### src/rtl/hack_pkg.sv
`default_nettype none
// ============================================================================
//  Module      : hack_pkg
//  Description : Shared types and constants for the Hack CPU boot loader:
//                FSM state encoding, error codes and the default sync byte.
//  Revision    : 1.0 - initial release
// ============================================================================
package hack_pkg;

   typedef enum logic [3:0] {
      WAIT_SYNC = 4'd0,
      LEN_HI    = 4'd1,
      LEN_LO    = 4'd2,
      DATA_HI   = 4'd3,
      DATA_LO   = 4'd4,
      WRITE     = 4'd5,
      CHECK     = 4'd6,
      RUN       = 4'd7,
      ERROR     = 4'd8
   } state_t;

   localparam logic [1:0] ERR_NONE    = 2'd0;
   localparam logic [1:0] ERR_LEN     = 2'd1;
   localparam logic [1:0] ERR_TIMEOUT = 2'd2;
   localparam logic [1:0] ERR_CHKSUM  = 2'd3;

   localparam logic [7:0] DEFAULT_SYNC_BYTE = 8'h48;

   // States inside a frame where the inter-byte timeout is running.
   function automatic logic is_timed(input state_t s);
      return (s == LEN_HI) || (s == LEN_LO) || (s == DATA_HI) ||
             (s == DATA_LO) || (s == CHECK);
   endfunction

endpackage
`default_nettype wire

### src/rtl/hack_boot_timeout.sv
`default_nettype none
// ============================================================================
//  Module      : hack_boot_timeout
//  Description : Loadable down-counter. clr_i reloads the budget, en_i lets it
//                count; expired_o flags the cycle on which the budget is used
//                up. TIMEOUT_CYCLES = 0 disables the timeout entirely.
//  Revision    : 1.0 - initial release
// ============================================================================
module hack_boot_timeout #(
   parameter int unsigned TIMEOUT_CYCLES = 1000000
)(
   input  logic CLK,
   input  logic reset,
   input  logic clr_i,
   input  logic en_i,
   output logic expired_o
);

   generate
      if (TIMEOUT_CYCLES == 0) begin : g_disabled
         logic unused_inputs;
         assign unused_inputs = ^{CLK, reset, clr_i, en_i};
         assign expired_o     = 1'b0;
      end else begin : g_counter
         localparam int unsigned TW = (TIMEOUT_CYCLES > 1) ? $clog2(TIMEOUT_CYCLES) : 1;
         localparam logic [TW-1:0] LOAD_VAL = TW'(TIMEOUT_CYCLES - 1);

         logic [TW-1:0] cnt_q;

         // Reload on every accepted byte, count down while enabled.
         always_ff @(posedge CLK or posedge reset) begin
            if (reset) begin
               cnt_q <= LOAD_VAL;
            end else if (clr_i) begin
               cnt_q <= LOAD_VAL;
            end else if (en_i && (cnt_q != '0)) begin
               cnt_q <= cnt_q - TW'(1);
            end
         end

         assign expired_o = en_i && (cnt_q == '0);
      end
   endgenerate

endmodule
`default_nettype wire

### src/rtl/hack_boot_loader.sv
`default_nettype none
// ============================================================================
//  Module      : hack_boot_loader
//  Description : Boot sequencer for the Hack CPU. Holds the CPU in reset,
//                receives a framed program over a valid/ready byte stream,
//                writes 16-bit words to instruction memory from address 0,
//                then releases the CPU. boot_req re-enters load mode.
//                Optional macro HACK_BOOT_CHECKSUM_EN adds a trailing XOR
//                checksum byte to the frame.
//  Revision    : 1.0 - initial release
// ============================================================================
module hack_boot_loader
   import hack_pkg::*;
#(
   parameter int unsigned ROM_AWIDTH     = 15,
   parameter logic [7:0]  SYNC_BYTE      = DEFAULT_SYNC_BYTE,
   parameter int unsigned TIMEOUT_CYCLES = 1000000
)(
   input  logic                  CLK,
   input  logic                  reset,
   input  logic [7:0]            rx_data,
   input  logic                  rx_valid,
   output logic                  rx_ready,
   input  logic                  boot_req,
   output logic [ROM_AWIDTH-1:0] rom_addr,
   output logic [15:0]           rom_wdata,
   output logic                  rom_we,
   output logic                  cpu_reset,
   output logic                  busy,
   output logic                  error,
   output logic [1:0]            error_code
);

   // Index is one bit wider than the address so N = 2**ROM_AWIDTH terminates.
   localparam int unsigned IW        = ROM_AWIDTH + 1;
   localparam int unsigned MAX_WORDS = 2 ** ROM_AWIDTH;

   state_t                state_q, state_d;
   logic [IW-1:0]         idx_q, idx_d;
   logic [15:0]           len_q, len_d;
   logic [7:0]            hi_q, hi_d;
   logic [ROM_AWIDTH-1:0] rom_addr_q, rom_addr_d;
   logic [15:0]           rom_wdata_q, rom_wdata_d;
   logic                  rom_we_q, rom_we_d;
   logic [1:0]            err_q, err_d;
   logic                  rx_ready_q, cpu_reset_q, busy_q, error_q;
`ifdef HACK_BOOT_CHECKSUM_EN
   logic [7:0]            chk_q, chk_d;
`endif

   logic                  w_accept;
   logic                  w_expired;
   logic [15:0]           w_len_next;
   logic [IW-1:0]         w_idx_inc;
   logic                  w_last;

   assign w_accept   = rx_valid && rx_ready_q;
   assign w_len_next = {len_q[15:8], rx_data};
   assign w_idx_inc  = idx_q + IW'(1);
   assign w_last     = (32'(w_idx_inc) == 32'(len_q));

   hack_boot_timeout #(
      .TIMEOUT_CYCLES (TIMEOUT_CYCLES)
   ) u_timeout (
      .CLK       (CLK),
      .reset     (reset),
      .clr_i     (w_accept),
      .en_i      (is_timed(state_q)),
      .expired_o (w_expired)
   );

   // Next-state logic; an accepted byte always wins over the timeout.
   always_comb begin
      state_d     = state_q;
      idx_d       = idx_q;
      len_d       = len_q;
      hi_d        = hi_q;
      rom_addr_d  = rom_addr_q;
      rom_wdata_d = rom_wdata_q;
      rom_we_d    = 1'b0;
      err_d       = err_q;
`ifdef HACK_BOOT_CHECKSUM_EN
      chk_d       = chk_q;
`endif
      case (state_q)
         WAIT_SYNC: begin
            if (w_accept && (rx_data == SYNC_BYTE)) begin
               state_d = LEN_HI;
               idx_d   = '0;
               len_d   = '0;
`ifdef HACK_BOOT_CHECKSUM_EN
               chk_d   = '0;
`endif
            end
         end
         LEN_HI: begin
            if (w_accept) begin
               len_d   = {rx_data, 8'h00};
               state_d = LEN_LO;
            end else if (w_expired) begin
               state_d = ERROR;
               err_d   = ERR_TIMEOUT;
            end
         end
         LEN_LO: begin
            if (w_accept) begin
               len_d = w_len_next;
               if ((w_len_next == 16'd0) || (32'(w_len_next) > MAX_WORDS)) begin
                  state_d = ERROR;
                  err_d   = ERR_LEN;
               end else begin
                  state_d = DATA_HI;
               end
            end else if (w_expired) begin
               state_d = ERROR;
               err_d   = ERR_TIMEOUT;
            end
         end
         DATA_HI: begin
            if (w_accept) begin
               hi_d    = rx_data;
               state_d = DATA_LO;
`ifdef HACK_BOOT_CHECKSUM_EN
               chk_d   = chk_q ^ rx_data;
`endif
            end else if (w_expired) begin
               state_d = ERROR;
               err_d   = ERR_TIMEOUT;
            end
         end
         DATA_LO: begin
            if (w_accept) begin
               rom_wdata_d = {hi_q, rx_data};
               rom_addr_d  = idx_q[ROM_AWIDTH-1:0];
               rom_we_d    = 1'b1;
               state_d     = WRITE;
`ifdef HACK_BOOT_CHECKSUM_EN
               chk_d       = chk_q ^ rx_data;
`endif
            end else if (w_expired) begin
               state_d = ERROR;
               err_d   = ERR_TIMEOUT;
            end
         end
         WRITE: begin
            idx_d = w_idx_inc;
            if (w_last) begin
`ifdef HACK_BOOT_CHECKSUM_EN
               state_d = CHECK;
`else
               state_d = RUN;
`endif
            end else begin
               state_d = DATA_HI;
            end
         end
`ifdef HACK_BOOT_CHECKSUM_EN
         CHECK: begin
            if (w_accept) begin
               if (rx_data == chk_q) begin
                  state_d = RUN;
               end else begin
                  state_d = ERROR;
                  err_d   = ERR_CHKSUM;
               end
            end else if (w_expired) begin
               state_d = ERROR;
               err_d   = ERR_TIMEOUT;
            end
         end
`endif
         RUN: begin
            if (boot_req) begin
               state_d = WAIT_SYNC;
            end
         end
         ERROR: begin
            if (boot_req) begin
               state_d = WAIT_SYNC;
               err_d   = ERR_NONE;
            end
         end
         default: begin
            state_d = WAIT_SYNC;
         end
      endcase
   end

   // State, datapath and registered outputs (outputs follow the next state).
   always_ff @(posedge CLK or posedge reset) begin
      if (reset) begin
         state_q     <= WAIT_SYNC;
         idx_q       <= '0;
         len_q       <= '0;
         hi_q        <= '0;
         rom_addr_q  <= '0;
         rom_wdata_q <= '0;
         rom_we_q    <= 1'b0;
         err_q       <= ERR_NONE;
         rx_ready_q  <= 1'b1;
         cpu_reset_q <= 1'b1;
         busy_q      <= 1'b1;
         error_q     <= 1'b0;
`ifdef HACK_BOOT_CHECKSUM_EN
         chk_q       <= '0;
`endif
      end else begin
         state_q     <= state_d;
         idx_q       <= idx_d;
         len_q       <= len_d;
         hi_q        <= hi_d;
         rom_addr_q  <= rom_addr_d;
         rom_wdata_q <= rom_wdata_d;
         rom_we_q    <= rom_we_d;
         err_q       <= err_d;
         rx_ready_q  <= !((state_d == WRITE) || (state_d == RUN));
         cpu_reset_q <= (state_d != RUN);
         busy_q      <= !((state_d == RUN) || (state_d == ERROR));
         error_q     <= (state_d == ERROR);
`ifdef HACK_BOOT_CHECKSUM_EN
         chk_q       <= chk_d;
`endif
      end
   end

   assign rx_ready   = rx_ready_q;
   assign rom_addr   = rom_addr_q;
   assign rom_wdata  = rom_wdata_q;
   assign rom_we     = rom_we_q;
   assign cpu_reset  = cpu_reset_q;
   assign busy       = busy_q;
   assign error      = error_q;
   assign error_code = err_q;

endmodule
`default_nettype wire
### config.mk
export PLATFORM = sky130hd
export DESIGN_NAME = hack_boot_loader
export DESIGN_NICKNAME = d
export VERILOG_FILES = /design/src/rtl/hack_pkg.sv /design/src/rtl/hack_boot_timeout.sv /design/src/rtl/hack_boot_loader.sv
export SDC_FILE = /design/constraint.sdc
export NUM_CORES = 1
export LEC_CHECK = 0
export ABC_AREA = 1
export CAP_MARGIN = 20
export CELL_PAD_IN_SITES_DETAIL_PLACEMENT = 0
export CELL_PAD_IN_SITES_GLOBAL_PLACEMENT = 1
export CORE_MARGIN = 2
export CORE_UTILIZATION = 35
export DETAILED_ROUTE_END_ITERATION = 12
export PLACE_DENSITY_LB_ADDON = 0.1
export SETUP_SLACK_MARGIN = 0.02
export SLEW_MARGIN = 20
export SYNTH_ARGS = -nofsm -noshare
export SYNTH_HDL_FRONTEND = slang
export SYNTH_SLANG_ARGS = --single-unit
### constraint.sdc
create_clock -name CLK -period 6.3 [get_ports CLK]
set_input_delay 1.26 -clock CLK [delete_from_list [all_inputs] [get_ports CLK]]
set_output_delay 1.26 -clock CLK [all_outputs]
set_load 0.05 [all_outputs]
== Word level (Yosys, flattened, before mapping) ==
Index checks and enable logic that the tools add are counted.

* $add $sub $neg: 2
* $mul: 0
* Divide/modulo/power cells: 0
* Magnitude comparators: 1
* Eq/ne operators: 20
* Shift operators: 0
* Muxes and demuxes: 25
* Bitwise gates (word level): 1
* Reduce and logical (&&, ||, !) cells: 30

{| class="wikitable"
|+ Operators with widths
! operator !! number
|-
| one-hot mux 16 bit (3 select lines) || 1
|-
| 2-to-1 mux 20 bit || 2
|-
| 2-to-1 mux 16 bit || 2
|-
| 2-to-1 mux 4 bit || 8
|-
| one-hot mux 16 bit (2 select lines) || 1
|-
| one-hot mux 4 bit (7 select lines) || 1
|-
| == test 4 x 3 -> 1 bit (second input constant) || 6
|-
| logical NOT 20 bit || 1
|-
| nonzero test 20 bit || 1
|-
| subtractor 20 x 1 -> 20 bit (second input constant) || 1
|-
| adder 16 x 1 -> 16 bit (second input constant) || 1
|-
| == test 16 bit || 1
|-
| > comparator 16 bit (second input constant) || 1
|-
| logical NOT 16 bit || 1
|-
| AND reduction 4 bit || 3
|-
| 2-to-1 mux 2 bit || 5
|-
| != test 2 bit (second input constant) || 5
|-
| == test 4 x 2 -> 1 bit (second input constant) || 2
|-
| == test 4 bit (second input constant) || 2
|-
| == test 8 x 7 -> 1 bit (second input constant) || 1
|-
| 2-to-1 mux 8 bit || 1
|-
| logical OR 1 bit || 7
|-
| one-hot mux 2 bit (3 select lines) || 1
|-
| AND reduction 2 bit || 3
|-
| other kinds (13) || 21
|}

* Bits in registers: 102
* Latch bits: 0
* Memory bits (writable): 0
* Memory bits (read-only): 0
* Input port bits: 12
* Output and inout bits: 38
* Logic and storage cells: 93
* Memories kept: 0

== Depth between registers and ports, before layout ==
* Depth in word-level cells: 12
* Depth in mapped cells: 14
* Mapped depth without buffers: 13

== Modules after synthesis ==
From an unflattened synthesis, not the netlist that was laid out.

* Cells, all modules: 717
* Area total of the unflattened synthesis: 5435.2 um^2

{| class="wikitable"
|+ By module, submodules not included
! module !! instances !! cells each !! area an instance (um^2) !! seq. area each (um^2)
|-
| hack_boot_loader || 1 || 503 || 4028.9 || 2055.7
|-
| hack_boot_timeout || 1 || 214 || 1406.3 || 515.5
|}

== Least setup slack after synthesis ==
OpenSTA, ideal clock, no wires.

* Path type: in2reg
* Start point: in rx_valid
* End point: reg err_q[1] (netlist: error_code[1])
* Setup time: 0.118 ns
* Data arrival time: 2.287 ns
* Data required time: 6.182 ns
* Slack: 3.895 ns
* Stages on the path: 8
* Buffers on the path: 1
* Path through: nand2_1 -> inv_1 -> clkbuf_1 -> nand4_1 -> nand4_1 -> inv_1 -> nand2_1 -> nand2_1

* Longest elaborated chain between the ends: 3
* Elaborated cells on any way between the ends: 6
* Those cells by class: eq/ne: 2; mux: 2; reduce/logical: 2

{| class="wikitable"
|+ RTL lines
! item !! RTL line !! RTL
|-
| from (decl) || hack_boot_loader.sv:22 || <nowiki>input logic rx_valid,</nowiki>
|-
| logical AND 1 bit * || hack_boot_loader.sv:57 || <nowiki>assign w_accept = rx_valid && rx_ready_q;</nowiki>
|-
| != test 3 x 2 -> 1 bit (no source line) (tied with other cells) || -- ||
|-
| AND reduction 4 bit (no source line) or one-hot mux 2 bit (3 select lines) (tied branches) || -- ||
|-
| to (signal assigned) || hack_boot_loader.sv:215 || <nowiki>err_q <= err_d;</nowiki>
|-
| to (decl) || hack_boot_loader.sv:45 || <nowiki>logic [1:0] err_q, err_d;</nowiki>
|}

Mark *: on every way between the ends. The rest lies on a longest branch, timed or not.
A chain may end at the register's enable or synchronous reset.

== Worst setup path in the final report ==
* Start point: in rx_valid
* End point: reg hi_q[2]

* Longest elaborated chain between the ends: 2

{| class="wikitable"
|+ RTL lines
! item !! RTL line !! RTL
|-
| logical AND 1 bit || hack_boot_loader.sv:57 ||
|-
| AND reduction 2 bit (no source line) || -- ||
|-
| to (signal assigned) || hack_boot_loader.sv:211 || <nowiki>hi_q <= hi_d;</nowiki>
|-
| to (decl) || hack_boot_loader.sv:41 || <nowiki>logic [7:0] hi_q, hi_d;</nowiki>
|}

No other way between the ends.

==> summary.txt <==
Final layout
  • Count of antenna diodes in the layout: 0
  • Total of fill cells in the finished design: between 1500 and 2000
  • Fraction of the core area covered by cells at the end of the flow: 0.420
  • Share of post-route cells with drive strength above 1: 0.0918
  • Synth-to-Final Area Change: 18.2%
  • Nets@finish: about 750

Timing
  • Number of hold-slack violations in the final timing report: 0
  • Post-route clock skew: 8.35 ps
  • Setup total negative slack: 0 ps
  • Setup repair after global routing missed its margin: false
  • Actual slew at the worst max-slew pin: 858 ps
  • Relative slew slack: 0.426
  • Achievable clock frequency: 282 MHz
  • Post-layout min period: roughly 3500 ps
  • Final number of setup-violating endpoints: 0
  • Count of final max-slew check failures: 0
  • Final critical-path share of the clock period: 0.562

Setup path
  • Launching element type of the critical path: input port
  • Critical Path RT: 6560 ps
  • Worst Setup Path Type: input port to flip-flop
  • Worst EP arrival: around 3800 ps
  • Reg-to-Reg Start: rx_ready
  • Worst Setup SP: rx_valid
  • Sort of element at the end of the critical path: flip-flop
  • Depth of the worst register-to-register path: 4
  • CP max FO: 22

Place
  • Buffers on Ports: 49
  • Routability-driven placement congestion ratio: 0.872
  • DPL Wire Length: 10000 µm

Die
  • Number of placement rows: 45
  • Die boundary width: 128 µm
  • Std-Cell Core Area: 15100 µm²
  • IO Pins: 50
  • Die area: 16300 µm²
  • Floorplan die height: roughly 130 µm
  • Initial core utilization: 0.355

Route
  • Vias per std cell: 4.99
  • Count of routing violations after the opening detailed-route iteration: 291
  • Overall via count from detail_route: 4635
  • Remaining DRCs: 0
  • Length of the first detailed-routing pass in iterations: 4
  • DRT antenna net count: 0
  • Average wire length per cell after detail routing: 14.6 µm
  • Total wire length after detailed routing: about 14000 µm

Clocking
  • Buffer cell driving the clock tree root: sky130_fd_sc_hd__clkbuf_16
  • Hold-fix buffer count after cts: 0
  • Clock sink count: 102
  • Number of buffers created by CTS: 9
  • Clock latency at the later pin of the worst-skew pair: 350 ps
  • CTS H-tree lvls: 3
  • Total of cells resized after clock tree synthesis: 0
  • Post-CTS setup buffers: 0
  • Largest buffer count on any clock path: 2
  • TritonCTS clock tree: yes
  • CTS clock-pin slew for the worst setup and hold paths: 70 ps

Yosys
  • Most common cell in the netlist: sky130_fd_sc_hd__nand2_1
  • Cell types with the largest area share after synthesis: sky130_fd_sc_hd__dfrtp_1, sky130_fd_sc_hd__nand2_1, sky130_fd_sc_hd__nand3_1
  • Netlist area before placement: 5360 µm²
  • Post-synthesis sequential element count: 102
  • Top-area cell type share of the netlist area: 0.406
  • Synth cell types: 39
  • Number of synthesized flops with an enable pin: 0
  • Cell type contributing the most total cell area after synthesis: sky130_fd_sc_hd__dfrtp_1
  • Post-Synthesis Net Count: 706
  • Avg Synthesized Cell Area: 7.75 µm²
  • Post-synth top cells: sky130_fd_sc_hd__nand2_1, sky130_fd_sc_hd__dfrtp_1, sky130_fd_sc_hd__nand3_1, sky130_fd_sc_hd__inv_1, sky130_fd_sc_hd__o21ai_0
  • Fraction of registers with async set or reset after synthesis: 1.00
  • Share of the yosys chip area belonging to registers: 0.480
  • Top flip-flop cell by instance count after synthesis: sky130_fd_sc_hd__dfrtp_1
  • Post-synthesis cell count: just under 700
  • Warning count from the yosys run: 0

GRT
  • Global-route wire length before repair: 23300 µm
  • Combined global-route utilization of all metal layers: 0.179
  • Initial antenna violation count: 0
  • Pin count of the biggest net entering global routing: 55
  • Total congestion overflow: 0
  • Via count of the first global-routing pass: 4591

Power
  • Static Leakage: just under 0.003 µW
  • Max IR drop VDD: between 0.2 and 0.25 mV
  • P per Cell Area: 493 nW/µm²

Status
  • Result of the run: complete, no violations

Min path
  • Class of the most critical hold timing path: flip-flop to flip-flop
  • Hold path start: rom_wdata[8]
  • Depth of the worst hold-timing path: 2

Run
  • Count of max-cap constraint violations: 0
==> critical path, cell delays in order <==
cell and delay [ps]:
sky130_fd_sc_hd__clkdlybuf4s50_1 460, sky130_fd_sc_hd__nand2_1 380, sky130_fd_sc_hd__inv_1 810, sky130_fd_sc_hd__nand3_1 550, sky130_fd_sc_hd__o21ai_0 340
==> where the power goes <==
group | switching (µW) | internal [µW] | total (µW)
Clock | 267 | 314 | 580
Combinational | 988 | 466 | 1450
Sequential | 182 | 905 | 1090
Total | 1440 | 1680 | 3120
==> per-layer routing <==
layer	up-vias	wire length, µm	global-route usage
met5	-	0	0
met4	0	221	0.0646
met3	15	304	0.0242
met2	52	6190	0.287
met1	2208	6820	0.250
li1	2360	-	-
==> final timing paths <==
path / slack [ps] / endpoint
min in group asynchronous: 1350 / rom_addr[1]
worst max-delay path: 2760 / hi_q[2]
worst min register to register: 480 / rom_wdata[8]
max in group asynchronous: 3830 / rom_wdata[6]
worst min-delay path: 480 / rom_wdata[8]
worst max register to register: 3600 / hi_q[2]
==> metrics by stage <==
stage	instance area [µm²]	instances	power [µW]	hold slack [ps]	setup slack, ps
5_1_grt	6330	929	3380	498	2360
6_report	6330	929	3120	476	2760
3_5_place_dp	6030	913	2560	462	2310
3_3_place_gp	6030	913	2540	455	2340
4_1_cts	6330	929	3160	484	2680
2_1_floorplan	5360	691	2140	449	2390
==> cells in the final DEF (no fill, tap or decap), drive strengths merged <==
cell and count:
or2 2, clkbuf 9, dfrtp 87, bufinv 1, ha 3, dfstp 15, a21oi 14, nor4 4
nand2 186, o21ai 82, clkinv 2, clkdlybuf4s50 49, xnor2 3, nor3b 2, o22ai 6, nand4 20
nor2 68, buf 2, nor3 11, inv 82, nand3 82, o31ai 1, o211ai 1, xor2 7
clkinvlp 2
==> cells by family (layout without fill, tap and decap cells) <==
| family | count (synthesis) | in the layout | synth area share |
|---|---|---|---|
| xor+xnor | 10 | 10 | 0.0163 |
| simple gates | 375 | 375 | 0.323 |
| fa+ha+maj | 3 | 3 | 0.00701 |
| buf+inv | 97 | 147 | 0.0712 |
| compound gates | 104 | 104 | 0.102 |
| flops | 102 | 102 | 0.480 |
==> registers in the layout, indices dropped and copies added, names as in the netlist <==
signal	cells
len_q	16
cpu_reset	1
rom_wdata	16
state_q	4
error	1
idx_q	16
busy	1
rom_addr	15
rom_we	1
u_timeout.g_counter.cnt_q	20
error_code	2
hi_q	8
rx_ready	1
==> area by class of cell <==
cell class,instances,area (µm²),area share
Sequential cell,102,2570,0.406
Multi-Input combinational cell,492,2400,0.380
Timing Repair Buffer,51,505,0.0798
Inverter,80,310,0.0490
Tap cell,188,235,0.0371
Clock buffer,9,225,0.0356
Clock inverter,7,82.6,0.0130
(Power assumes the default switching activity.)
